### src/rtl/i2c_slave_read_responder_if.sv
// Bus-side bundle for the I2C read responder: oversampled SCL/SDA, open-drain enable, fabric data.
// Latency: n/a (wires only).
// Backpressure: none; the I2C target cannot stretch SCL, so the master sets the pace.
//
// Signals:
//   SCL_IN, SDA_IN   bus line levels seen by the target
//   SDA_OE           1 = target pulls SDA low
//   SLAVE_ADDRESS    8-bit address form, [7:1] matched
//   TX_DATA          16-bit word served on reads, MSB byte first
//   RX_DATA/RX_VALID last byte written by the master, one-cycle strobe
//   READ_DONE        one-cycle strobe when the master NACKs a read byte
//   BUSY, ST         transaction flag and state code
interface i2c_slave_read_responder_if;
  logic        SCL_IN;
  logic        SDA_IN;
  logic        SDA_OE;
  logic [7:0]  SLAVE_ADDRESS;
  logic [15:0] TX_DATA;
  logic [7:0]  RX_DATA;
  logic        RX_VALID;
  logic        READ_DONE;
  logic        BUSY;
  logic [3:0]  ST;

  modport slave (
    input  SCL_IN, SDA_IN, SLAVE_ADDRESS, TX_DATA,
    output SDA_OE, RX_DATA, RX_VALID, READ_DONE, BUSY, ST
  );

  modport master (
    output SCL_IN, SDA_IN, SLAVE_ADDRESS, TX_DATA,
    input  SDA_OE, RX_DATA, RX_VALID, READ_DONE, BUSY, ST
  );
endinterface

### src/rtl/i2c_slave_read_responder.sv
// I2C target: answers reads with a latched 16-bit word (MSB byte first, 0xFF filler) and accepts byte writes.
// Latency: SDA_OE updates SYNC_STAGES+1 CLK edges after SCL falls on the bus.
// Backpressure: none; no clock stretching, every byte is ACKed/served at the master's pace.
//
// Ports:
//   CLK      system clock, at least 8x SCL
//   RESET_N  asynchronous active-low reset; releases SDA immediately
//   i2c      slave modport of i2c_slave_read_responder_if (bus lines, data, status)
module i2c_slave_read_responder #(
  parameter int NBYTES      = 2,
  parameter int SYNC_STAGES = 2
) (
  input  logic                             CLK,
  input  logic                             RESET_N,
  i2c_slave_read_responder_if.slave        i2c
);

  localparam int IW = (NBYTES < 1) ? 1 : $clog2(NBYTES + 1);

  typedef enum logic [2:0] {
    S_IDLE      = 3'd0,
    S_ADDR      = 3'd1,
    S_ADDR_ACK  = 3'd2,
    S_TX_BYTE   = 3'd3,
    S_TX_ACK    = 3'd4,
    S_RX_BYTE   = 3'd5,
    S_RX_ACK    = 3'd6,
    S_WAIT_STOP = 3'd7
  } state_t;

  logic [SYNC_STAGES-1:0] r_scl_sync;
  logic [SYNC_STAGES-1:0] r_sda_sync;
  logic                   r_scl_prev;
  logic                   r_sda_prev;

  state_t                 r_state;
  logic [3:0]             r_bit_cnt;
  logic [IW-1:0]          r_byte_idx;
  logic [7:0]             r_shift;
  logic                   r_rw;
  logic                   r_ack_drv;
  logic [15:0]            r_tx_word;
  logic                   r_sda_oe;
  logic [7:0]             r_rx_data;
  logic                   r_rx_valid;
  logic                   r_read_done;
  logic                   r_busy;

  logic                   w_scl;
  logic                   w_sda;
  logic                   w_scl_rise;
  logic                   w_scl_fall;
  logic                   w_start;
  logic                   w_stop;
  logic [7:0]             w_rx_byte;
  logic                   w_in_word;
  logic [7:0]             w_cur_byte;
  logic                   w_unused;

  // Bus lines idle high, so the synchronizers reset to 1 to avoid a false edge out of reset.
  always_ff @(posedge CLK or negedge RESET_N) begin
    if (!RESET_N) begin
      r_scl_sync <= '1;
      r_sda_sync <= '1;
      r_scl_prev <= 1'b1;
      r_sda_prev <= 1'b1;
    end else begin
      r_scl_sync <= {r_scl_sync[SYNC_STAGES-2:0], i2c.SCL_IN};
      r_sda_sync <= {r_sda_sync[SYNC_STAGES-2:0], i2c.SDA_IN};
      r_scl_prev <= w_scl;
      r_sda_prev <= w_sda;
    end
  end

  assign w_scl      = r_scl_sync[SYNC_STAGES-1];
  assign w_sda      = r_sda_sync[SYNC_STAGES-1];
  assign w_scl_rise = w_scl & ~r_scl_prev;
  assign w_scl_fall = ~w_scl & r_scl_prev;
  // START/STOP need SCL high on both sides of the SDA edge.
  assign w_start    = w_scl & r_scl_prev & r_sda_prev & ~w_sda;
  assign w_stop     = w_scl & r_scl_prev & ~r_sda_prev & w_sda;
  assign w_rx_byte  = {r_shift[6:0], w_sda};

  // Only two bytes exist in the word; anything past them or past NBYTES is filler.
  assign w_in_word  = (32'(r_byte_idx) < NBYTES) && (32'(r_byte_idx) < 2);
  assign w_cur_byte = !w_in_word     ? 8'hFF :
                      r_byte_idx[0]  ? r_tx_word[7:0] : r_tx_word[15:8];

  // The R/W position of the configured address is don't-care.
  assign w_unused   = i2c.SLAVE_ADDRESS[0];

  always_ff @(posedge CLK or negedge RESET_N) begin
    if (!RESET_N) begin
      r_state     <= S_IDLE;
      r_bit_cnt   <= '0;
      r_byte_idx  <= '0;
      r_shift     <= '0;
      r_rw        <= 1'b0;
      r_ack_drv   <= 1'b0;
      r_tx_word   <= '0;
      r_sda_oe    <= 1'b0;
      r_rx_data   <= '0;
      r_rx_valid  <= 1'b0;
      r_read_done <= 1'b0;
      r_busy      <= 1'b0;
    end else begin
      r_rx_valid  <= 1'b0;
      r_read_done <= 1'b0;
      if (w_start) begin
        r_state   <= S_ADDR;
        r_bit_cnt <= '0;
        r_ack_drv <= 1'b0;
        r_sda_oe  <= 1'b0;
      end else if (w_stop) begin
        r_state   <= S_IDLE;
        r_bit_cnt <= '0;
        r_ack_drv <= 1'b0;
        r_sda_oe  <= 1'b0;
        r_busy    <= 1'b0;
      end else begin
        case (r_state)
          S_IDLE: begin
            r_sda_oe <= 1'b0;
          end
          S_ADDR: begin
            if (w_scl_rise) begin
              r_shift <= w_rx_byte;
              if (r_bit_cnt == 4'd7) begin
                r_bit_cnt <= '0;
                if (w_rx_byte[7:1] == i2c.SLAVE_ADDRESS[7:1]) begin
                  r_rw    <= w_rx_byte[0];
                  r_busy  <= 1'b1;
                  r_state <= S_ADDR_ACK;
                end else begin
                  r_state <= S_WAIT_STOP;
                end
              end else begin
                r_bit_cnt <= r_bit_cnt + 4'd1;
              end
            end
          end
          S_ADDR_ACK: begin
            if (w_scl_fall) begin
              if (!r_ack_drv) begin
                r_sda_oe  <= 1'b1;
                r_ack_drv <= 1'b1;
              end else begin
                r_ack_drv <= 1'b0;
                if (r_rw) begin
                  // The fall that ends the ACK also presents the first data bit.
                  r_tx_word  <= i2c.TX_DATA;
                  r_byte_idx <= '0;
                  r_sda_oe   <= (NBYTES > 0) ? ~i2c.TX_DATA[15] : 1'b0;
                  r_bit_cnt  <= 4'd1;
                  r_state    <= S_TX_BYTE;
                end else begin
                  r_sda_oe  <= 1'b0;
                  r_bit_cnt <= '0;
                  r_state   <= S_RX_BYTE;
                end
              end
            end
          end
          S_TX_BYTE: begin
            // r_bit_cnt counts bits already placed on the bus.
            if (w_scl_fall) begin
              if (r_bit_cnt == 4'd8) begin
                r_sda_oe  <= 1'b0;
                r_bit_cnt <= '0;
                r_state   <= S_TX_ACK;
              end else begin
                r_sda_oe  <= ~w_cur_byte[~r_bit_cnt[2:0]];
                r_bit_cnt <= r_bit_cnt + 4'd1;
              end
            end
          end
          S_TX_ACK: begin
            if (w_scl_rise) begin
              if (!w_sda) begin
                if (32'(r_byte_idx) < NBYTES) begin
                  r_byte_idx <= r_byte_idx + 1'b1;
                end
                r_state <= S_TX_BYTE;
              end else begin
                r_read_done <= 1'b1;
                r_state     <= S_WAIT_STOP;
              end
            end
          end
          S_RX_BYTE: begin
            if (w_scl_rise) begin
              r_shift <= w_rx_byte;
              if (r_bit_cnt == 4'd7) begin
                r_bit_cnt  <= '0;
                r_rx_data  <= w_rx_byte;
                r_rx_valid <= 1'b1;
                r_state    <= S_RX_ACK;
              end else begin
                r_bit_cnt <= r_bit_cnt + 4'd1;
              end
            end
          end
          S_RX_ACK: begin
            if (w_scl_fall) begin
              if (!r_ack_drv) begin
                r_sda_oe  <= 1'b1;
                r_ack_drv <= 1'b1;
              end else begin
                r_sda_oe  <= 1'b0;
                r_ack_drv <= 1'b0;
                r_state   <= S_RX_BYTE;
              end
            end
          end
          S_WAIT_STOP: begin
            r_sda_oe <= 1'b0;
          end
          default: begin
            r_sda_oe <= 1'b0;
            r_state  <= S_IDLE;
          end
        endcase
      end
    end
  end

  assign i2c.SDA_OE    = r_sda_oe;
  assign i2c.RX_DATA   = r_rx_data;
  assign i2c.RX_VALID  = r_rx_valid;
  assign i2c.READ_DONE = r_read_done;
  assign i2c.BUSY      = r_busy;
  assign i2c.ST        = {1'b0, r_state};

endmodule

### src/flat_wrapper.sv
// flat-port wrapper written by rule: the top's interface ports become plain ports
module i2c_slave_read_responder_flat 
#(
  parameter int NBYTES      = 2,
  parameter int SYNC_STAGES = 2
)
  (CLK, RESET_N, i2c_SCL_IN, i2c_SDA_IN, i2c_SLAVE_ADDRESS, i2c_TX_DATA, i2c_SDA_OE, i2c_RX_DATA, i2c_RX_VALID, i2c_READ_DONE, i2c_BUSY, i2c_ST);
  i2c_slave_read_responder_if i2c_i ();
  input  logic CLK;
  input  logic RESET_N;
  input wire logic [$bits(i2c_i.SCL_IN)-1:0] i2c_SCL_IN;
  input wire logic [$bits(i2c_i.SDA_IN)-1:0] i2c_SDA_IN;
  input wire logic [$bits(i2c_i.SLAVE_ADDRESS)-1:0] i2c_SLAVE_ADDRESS;
  input wire logic [$bits(i2c_i.TX_DATA)-1:0] i2c_TX_DATA;
  output wire logic [$bits(i2c_i.SDA_OE)-1:0] i2c_SDA_OE;
  output wire logic [$bits(i2c_i.RX_DATA)-1:0] i2c_RX_DATA;
  output wire logic [$bits(i2c_i.RX_VALID)-1:0] i2c_RX_VALID;
  output wire logic [$bits(i2c_i.READ_DONE)-1:0] i2c_READ_DONE;
  output wire logic [$bits(i2c_i.BUSY)-1:0] i2c_BUSY;
  output wire logic [$bits(i2c_i.ST)-1:0] i2c_ST;
  assign i2c_i.SCL_IN = i2c_SCL_IN;
  assign i2c_i.SDA_IN = i2c_SDA_IN;
  assign i2c_i.SLAVE_ADDRESS = i2c_SLAVE_ADDRESS;
  assign i2c_i.TX_DATA = i2c_TX_DATA;
  assign i2c_SDA_OE = i2c_i.SDA_OE;
  assign i2c_RX_DATA = i2c_i.RX_DATA;
  assign i2c_RX_VALID = i2c_i.RX_VALID;
  assign i2c_READ_DONE = i2c_i.READ_DONE;
  assign i2c_BUSY = i2c_i.BUSY;
  assign i2c_ST = i2c_i.ST;
  i2c_slave_read_responder #(.NBYTES(NBYTES), .SYNC_STAGES(SYNC_STAGES)) u_core (.CLK(CLK), .RESET_N(RESET_N), .i2c(i2c_i));
endmodule
### config.mk
export PLATFORM = sky130hd
export DESIGN_NAME = i2c_slave_read_responder_flat
export DESIGN_NICKNAME = d
export VERILOG_FILES = /design/src/rtl/i2c_slave_read_responder_if.sv /design/src/rtl/i2c_slave_read_responder.sv /design/src/flat_wrapper.sv
export SDC_FILE = /design/constraint.sdc
export NUM_CORES = 1
export LEC_CHECK = 0
export CAP_MARGIN = 20
export CORE_MARGIN = 3
export CORE_UTILIZATION = 48
export DETAILED_ROUTE_END_ITERATION = 12
export PLACE_DENSITY = 0.74
export SYNTH_ARGS = -nofsm -noshare
export SYNTH_HDL_FRONTEND = slang
export SYNTH_SLANG_ARGS = --single-unit
export TNS_END_PERCENT = 1
### constraint.sdc
create_clock -name CLK -period 1.85 [get_ports CLK]
set_input_delay 0.37 -clock CLK [delete_from_list [all_inputs] [get_ports CLK]]
set_output_delay 0.37 -clock CLK [all_outputs]
set_load 0.1 [all_outputs]
==> metrics, run 1 <==
status finished, final reports clean; Crit Path Category flop to flop; Post-Syn Instances 221; IR drop worst, VDD roughly 0.0007 V; Final #Nets about 300; initial cell density of the core 51.0%; Worst Path Required roughly 2.0 ns; compound-gate portion of the synthesized area 8.05%; Worst-Skew Late Latency 0.30 ns; Post-Layout Cell Count about 350; largest net degree at the start of global routing 35; placed insts between 300 and 400; clock sink count 52; HPWL after DPL approximately 4.2 mm; Worst Skew approximately 0.0032 ns; Period Utilization, post-route 96.1%; ant diodes 0; Post-DRT Antenna Nets 0; average size of a mapped cell between 10 and 15 um2; minimum clock period approximately 1.8 ns; mux share of post-synthesis cell area approximately a fifth; Clock Tree Root clkbuf_8; I/O pin cnt 44; crit start category flop; Reg clk slew, reported paths approximately 0.090 ns; RSZ-0062 raised after global routing true; area fraction of the dominant cell type after synthesis ~43%; Vias/cell around 5.5; area grow syn2layout 32.4%; crit-path max cell delay around 0.62 ns; main combinational cell family by area after synthesis multiplexers; Rows 26; DR vias 1892; CP max stage cell dfstp_2; GRT overflow 0; Total Routing Usage GR approximately a fifth; ys async rst share 100%; routability congestion estimate about 0.92; Clock H-tree levels 2; DRC errors left 0; Final setup viols 0; Synth top cells by count 46 x dfrtp_1, 32 x mux2_2, 12 x nand2_1, 11 x o21ai_0, 10 x a21oi_1; Placeable Area ~5200 um2; crit path from u_core.r_scl_prev; cts bufs inserted 5; Pleak between 1.5 and 2 nW; net count after synthesis about 250; number of global-route vias before repair around 1900; routed len/inst ~16 um; Seq/Total Area, Yosys approximately half; DRT Pass-1 Iters 4; Final Slew Violations 0; CP delay by family, top simple AND/OR/NAND/NOR gates; Fin. Hold Viols 0; final wirelength ~5.6 mm; Simple-Gate Fraction of Synth Area roughly 16%; TritonCTS clock tree yes; adder-cell area share of the yosys netlist less than 1%; r2r worst-path depth 4; top cells by area, synth dfrtp_1 43%, mux2_2 13%, dfstp_2 5.9%; clock tree buffer depth 2; most common cell in the synthesized netlist dfrtp_1; Setup crit end kind flop; Crit Path Max Fanout 9; height of the chip 80.6 um; #FFs+latches synth 52; warnings from Yosys 0; total power approximately 4.5 mW; Post-CTS Hold Buffers 0; max frequency around 560 MHz; drt initial violations 118; initial antenna violation count 0; post-synth top area cell dfrtp_1; Post-Synth XOR/XNOR Area under 10%; synth unique cells 57; Post-synth EDFFs 0; PortBufs 41; first-pass GRT wire length 9.58 mm; share of cells above drive strength 1 34.5%; Primary FF master, synth dfrtp_1; Critical Path AT 1.97 ns; die width slightly above 80 um; worst-path cell chain and4bb_2 > and4b_2 > nand2_4 > mux2_2; die area around 6500 um2; Worst path depth 4; min-delay worst type input pin to async pin; Worst R2R Start u_core.r_scl_prev; worst path bufs/invs 0; Pwr per Cell Area ~1300 nW/um2; mapped cell area approximately 2700 um2; maxcap violations 0
[metrics by stage]
step	area [um2]	utilization [%]	setup WS, ns	TNS, ns	hold WS (ns)
4_1_cts	3520	67.2	0.00110	0	0.00553
3_3_place_gp	3380	64.6	-0.214	-0.616	0.339
3_5_place_dp	3380	64.6	-0.289	-0.769	0.342
5_1_grt	3540	67.6	-0.0216	-0.0322	0.0167
6_report	3540	67.6	0.0726	0	0.00364
2_1_floorplan	2700	-	-0.0609	-0.557	0.0744
[flip-flops by register name, summed over array words and instances (netlist names)]
| signal | flops |
|---|---|
| u_core.i2c.BUSY | 1 |
| u_core.i2c.READ_DONE | 1 |
| u_core.i2c.RX_DATA | 8 |
| u_core.i2c.RX_VALID | 1 |
| u_core.i2c.SDA_OE | 1 |
| u_core.r_ack_drv | 1 |
| u_core.r_bit_cnt | 4 |
| u_core.r_byte_idx | 2 |
| u_core.r_rw | 1 |
| u_core.r_scl_prev | 1 |
| u_core.r_scl_sync | 2 |
| u_core.r_sda_prev | 1 |
| u_core.r_sda_sync | 2 |
| u_core.r_shift | 7 |
| u_core.r_state | 3 |
| u_core.r_tx_word | 16 |
[final timing paths]
check	endpoint	slack, ns
worst max-delay path	u_core.i2c.RX_DATA[5]	0.07
min in group CLK	u_core.r_sda_sync[1]	0.36
max in group asynchronous	u_core.r_scl_sync[1]	1.24
worst min-delay path	u_core.r_tx_word[7]	0.004
worst max register to register	u_core.i2c.RX_DATA[5]	0.07
worst min register to register	u_core.r_sda_sync[1]	0.36
[timing repair]
action                                  in CTS  in global routing
gates resized for setup                      0                  7
buffers inserted                             0                  1
endpoints found under the setup margin       0                  7
[where the power goes]
part / switching (mW) / internal [mW]
Sequential: 0.335 / 1.42
Clock: 0.363 / 0.540
Combinational: 0.943 / 0.910
Total: 1.64 / 2.87
[area by class of cell]
type	count	area, um2
repair buffers	59	708
flip-flops and latches	52	1320
clock inverters	2	60.1
well taps	70	87.6
inverters	8	30.0
fillers	378	1700
multi-input cells	148	1260
clock buffers	6	72.6
[placed cells by master (no fill, tap or decap), types with 3 or more instances in the layout]
cell	n
nor3_1	3
mux2i_1	5
buf_12	16
dfrtp_1	42
dfstp_2	6
dfrtp_4	3
xor2_1	4
mux2_2	30
nand2_1	12
xnor2_1	5
mux4_1	3
o21ai_0	11
nor2b_1	4
buf_4	17
nand3_1	5
clkdlybuf4s50_1	23
a21oi_1	10
clkbuf_8	5
nor2_1	8
inv_1	8
[metal layers]
metal | GRT usage (%) | part of all wire, % | vias to the layer above
met5 | 0 | 0 | -
met4 | 5.57 | 1.3 | 0
met3 | 3.14 | 3.5 | 6
met2 | 30.9 | 50 | 41
met1 | 26.9 | 45 | 945
li1 | - | - | 900
[cells by family (layout without fill, tap and decap cells)]
logic type / count (synthesis) / count (layout)
other cells: 1 / 1
fa+ha+maj: 2 / 2
xor+xnor: 9 / 9
compound gates: 33 / 33
buf+inv: 21 / 75
mux: 41 / 41
flops: 52 / 52
simple gates: 62 / 62
Note: power is estimated with default switching activity, not from simulation.
==> inputs of run 2 (changes only) <==
--- a/config.mk
+++ b/config.mk
@@ -10,6 +10,7 @@
 export CORE_UTILIZATION = 48
 export DETAILED_ROUTE_END_ITERATION = 12
 export PLACE_DENSITY = 0.74
+export REMOVE_ABC_BUFFERS = 1
 export SYNTH_ARGS = -nofsm -noshare
 export SYNTH_HDL_FRONTEND = slang
 export SYNTH_SLANG_ARGS = --single-unit
==> run 2 against run 1 <==
Compared with the run above:
- sequential share of layout area down 0.16 points
- critical path type unchanged
- largest cell class unchanged
- sequential power decreased by 2%
- sequential cell count unchanged
- die area unchanged
- largest power group unchanged
- register-to-register slack about the same
- clock skew rose by 0.0045 ns
==> metrics, run 2 (synthesis gave the netlist of run 1 again) <==
status finished, final reports clean; initial antenna violation count 0; Post-DRT Antenna Nets 0; Total Routing Usage GR a little under a fifth; maxcap violations 0; drt initial violations 128; Final WS setup between 0.07 and 0.08 ns; most frequent cells in the layout 44 x dfrtp_1, 32 x mux2_2, 22 x clkdlybuf4s50_1, 21 x buf_4, 17 x buf_12; first-pass GRT wire length between 9 and 10 mm; area grow syn2layout 32.0%; crit start category flop; DR vias between 1500 and 2000; number of global-route vias before repair 1900; HPWL after DPL ~3.9 mm; Reg clk slew, reported paths around 0.1 ns; setup TNS 0 ns; GRT overflow 0; Vias/cell 5.35; Crit Path Category flop to flop; final core occ between 60% and 70%; die area ~6500 um2; commonest non-fill, non-tap cell in the layout dfrtp_1; total power around 4.3 mW; DRC errors left 0; min-delay worst type input pin to async pin; clock tree buffer depth 2; Pleak between 1.5 and 2 nW; Period Utilization, post-route 95.9%; Worst-Skew Late Latency roughly 0.31 ns; Final setup viols 0; Final #Nets between 300 and 400; Worst Skew just under 0.008 ns; routability congestion estimate around 0.79; initial cell density of the core a little over 50%; DRT Pass-1 Iters 4; max frequency ~560 MHz; routed len/inst about 15 um; post-placement worst setup slack -0.348 ns; Fin Hold WS 0.0291 ns; most flop-heavy register u_core.r_tx_word; final wirelength around 5.2 mm; Clock H-tree levels 2; minimum clock period about 1.8 ns; ant diodes 0; die width about 80 um; PortBufs a little over 40; largest net degree at the start of global routing 53; Placeable Area 5240 um2; TritonCTS clock tree yes; Post-CTS Hold Buffers 0; Pwr per Cell Area approximately 1200 nW/um2; Rows 26; Worst Path Required 2.08 ns; Critical Path AT 2.01 ns; share of cells above drive strength 1 between 30% and 40%; Setup crit end kind flop; IR drop worst, VDD roughly 0.0012 V; clock sink count 52; Crit Path Max Fanout 8; max reg flops 16; Clock Tree Root clkbuf_8; cts bufs inserted 5; Fin. Hold Viols 0; I/O pin cnt 44; Final Slew Violations 0; height of the chip between 80 and 90 um
==> run 2: power breakdown <==
group | leakage [nW] | total, mW | internal [mW] | switching, mW
sequential | 0.637 | 1.71 | 1.40 | 0.313
combinational | 0.925 | 1.95 | 0.977 | 0.973
clock | 0.0516 | 0.686 | 0.307 | 0.380
total | 1.61 | 4.35 | 2.68 | 1.67
==> run 2: cell type report <==
type                       instances  area [um2]
fill                             391        1710
sequential                        52        1310
multi-input combinational        148        1250
timing repair buffer              64         749
tap                               70        87.6
clock buffer                       6        82.6
inverter                           8        30.0
clock inverter                     2        13.8
==> run 2: stage by stage <==
| step | cells | area (um2) |
|---|---|---|
| 2_1_floorplan | 208 | 2580 |
| 3_3_place_gp | 341 | 3410 |
| 3_5_place_dp | 341 | 3410 |
| 4_1_cts | 350 | 3510 |
| 5_1_grt | 350 | 3530 |
| 6_report | 350 | 3530 |
==> run 2: what timing repair did <==
| item | in CTS | in global routing |
|---|---|---|
| setup endpoints to repair | 1 | 11 |
| gates cloned | 0 | 0 |
| setup buffers | 1 | 0 |
| pin swaps | 3 | 2 |
| gates resized for setup | 3 | 6 |
==> run 2: critical path, stage by stage (launching register included) <==
cell,delay (ns)
dfstp_2,0.61
and4bb_1,0.26
buf_4,0.13
a31oi_4,0.04
or4b_4,0.53
a21oi_1,0.13
==> run 2: worst paths after layout <==
path                                 startpoint              endpoint  slack, ns  depth (start not counted)
min in group CLK           u_core.r_scl_sync[0]  u_core.r_scl_sync[1]       0.36                          0
min reg2reg                u_core.r_scl_sync[0]  u_core.r_scl_sync[1]       0.36                          0
max in group asynchronous               RESET_N     u_core.r_scl_prev       1.53                          2
max reg2reg                u_core.r_scl_sync[1]   u_core.r_bit_cnt[2]       0.07                          5
min                                     RESET_N   u_core.r_tx_word[7]       0.03                          2
max                        u_core.r_scl_sync[1]   u_core.r_bit_cnt[2]       0.07                          5
==> run 2: metal layers <==
metal,global-route usage (%),up-vias,part of all wire [%],wire [um]
li1,-,908,-,-
met1,25.7,917,47,2420
met2,28.4,43,49,2510
met3,3.48,5,3.4,177
met4,5.41,0,1.1,59
met5,0,-,0,0
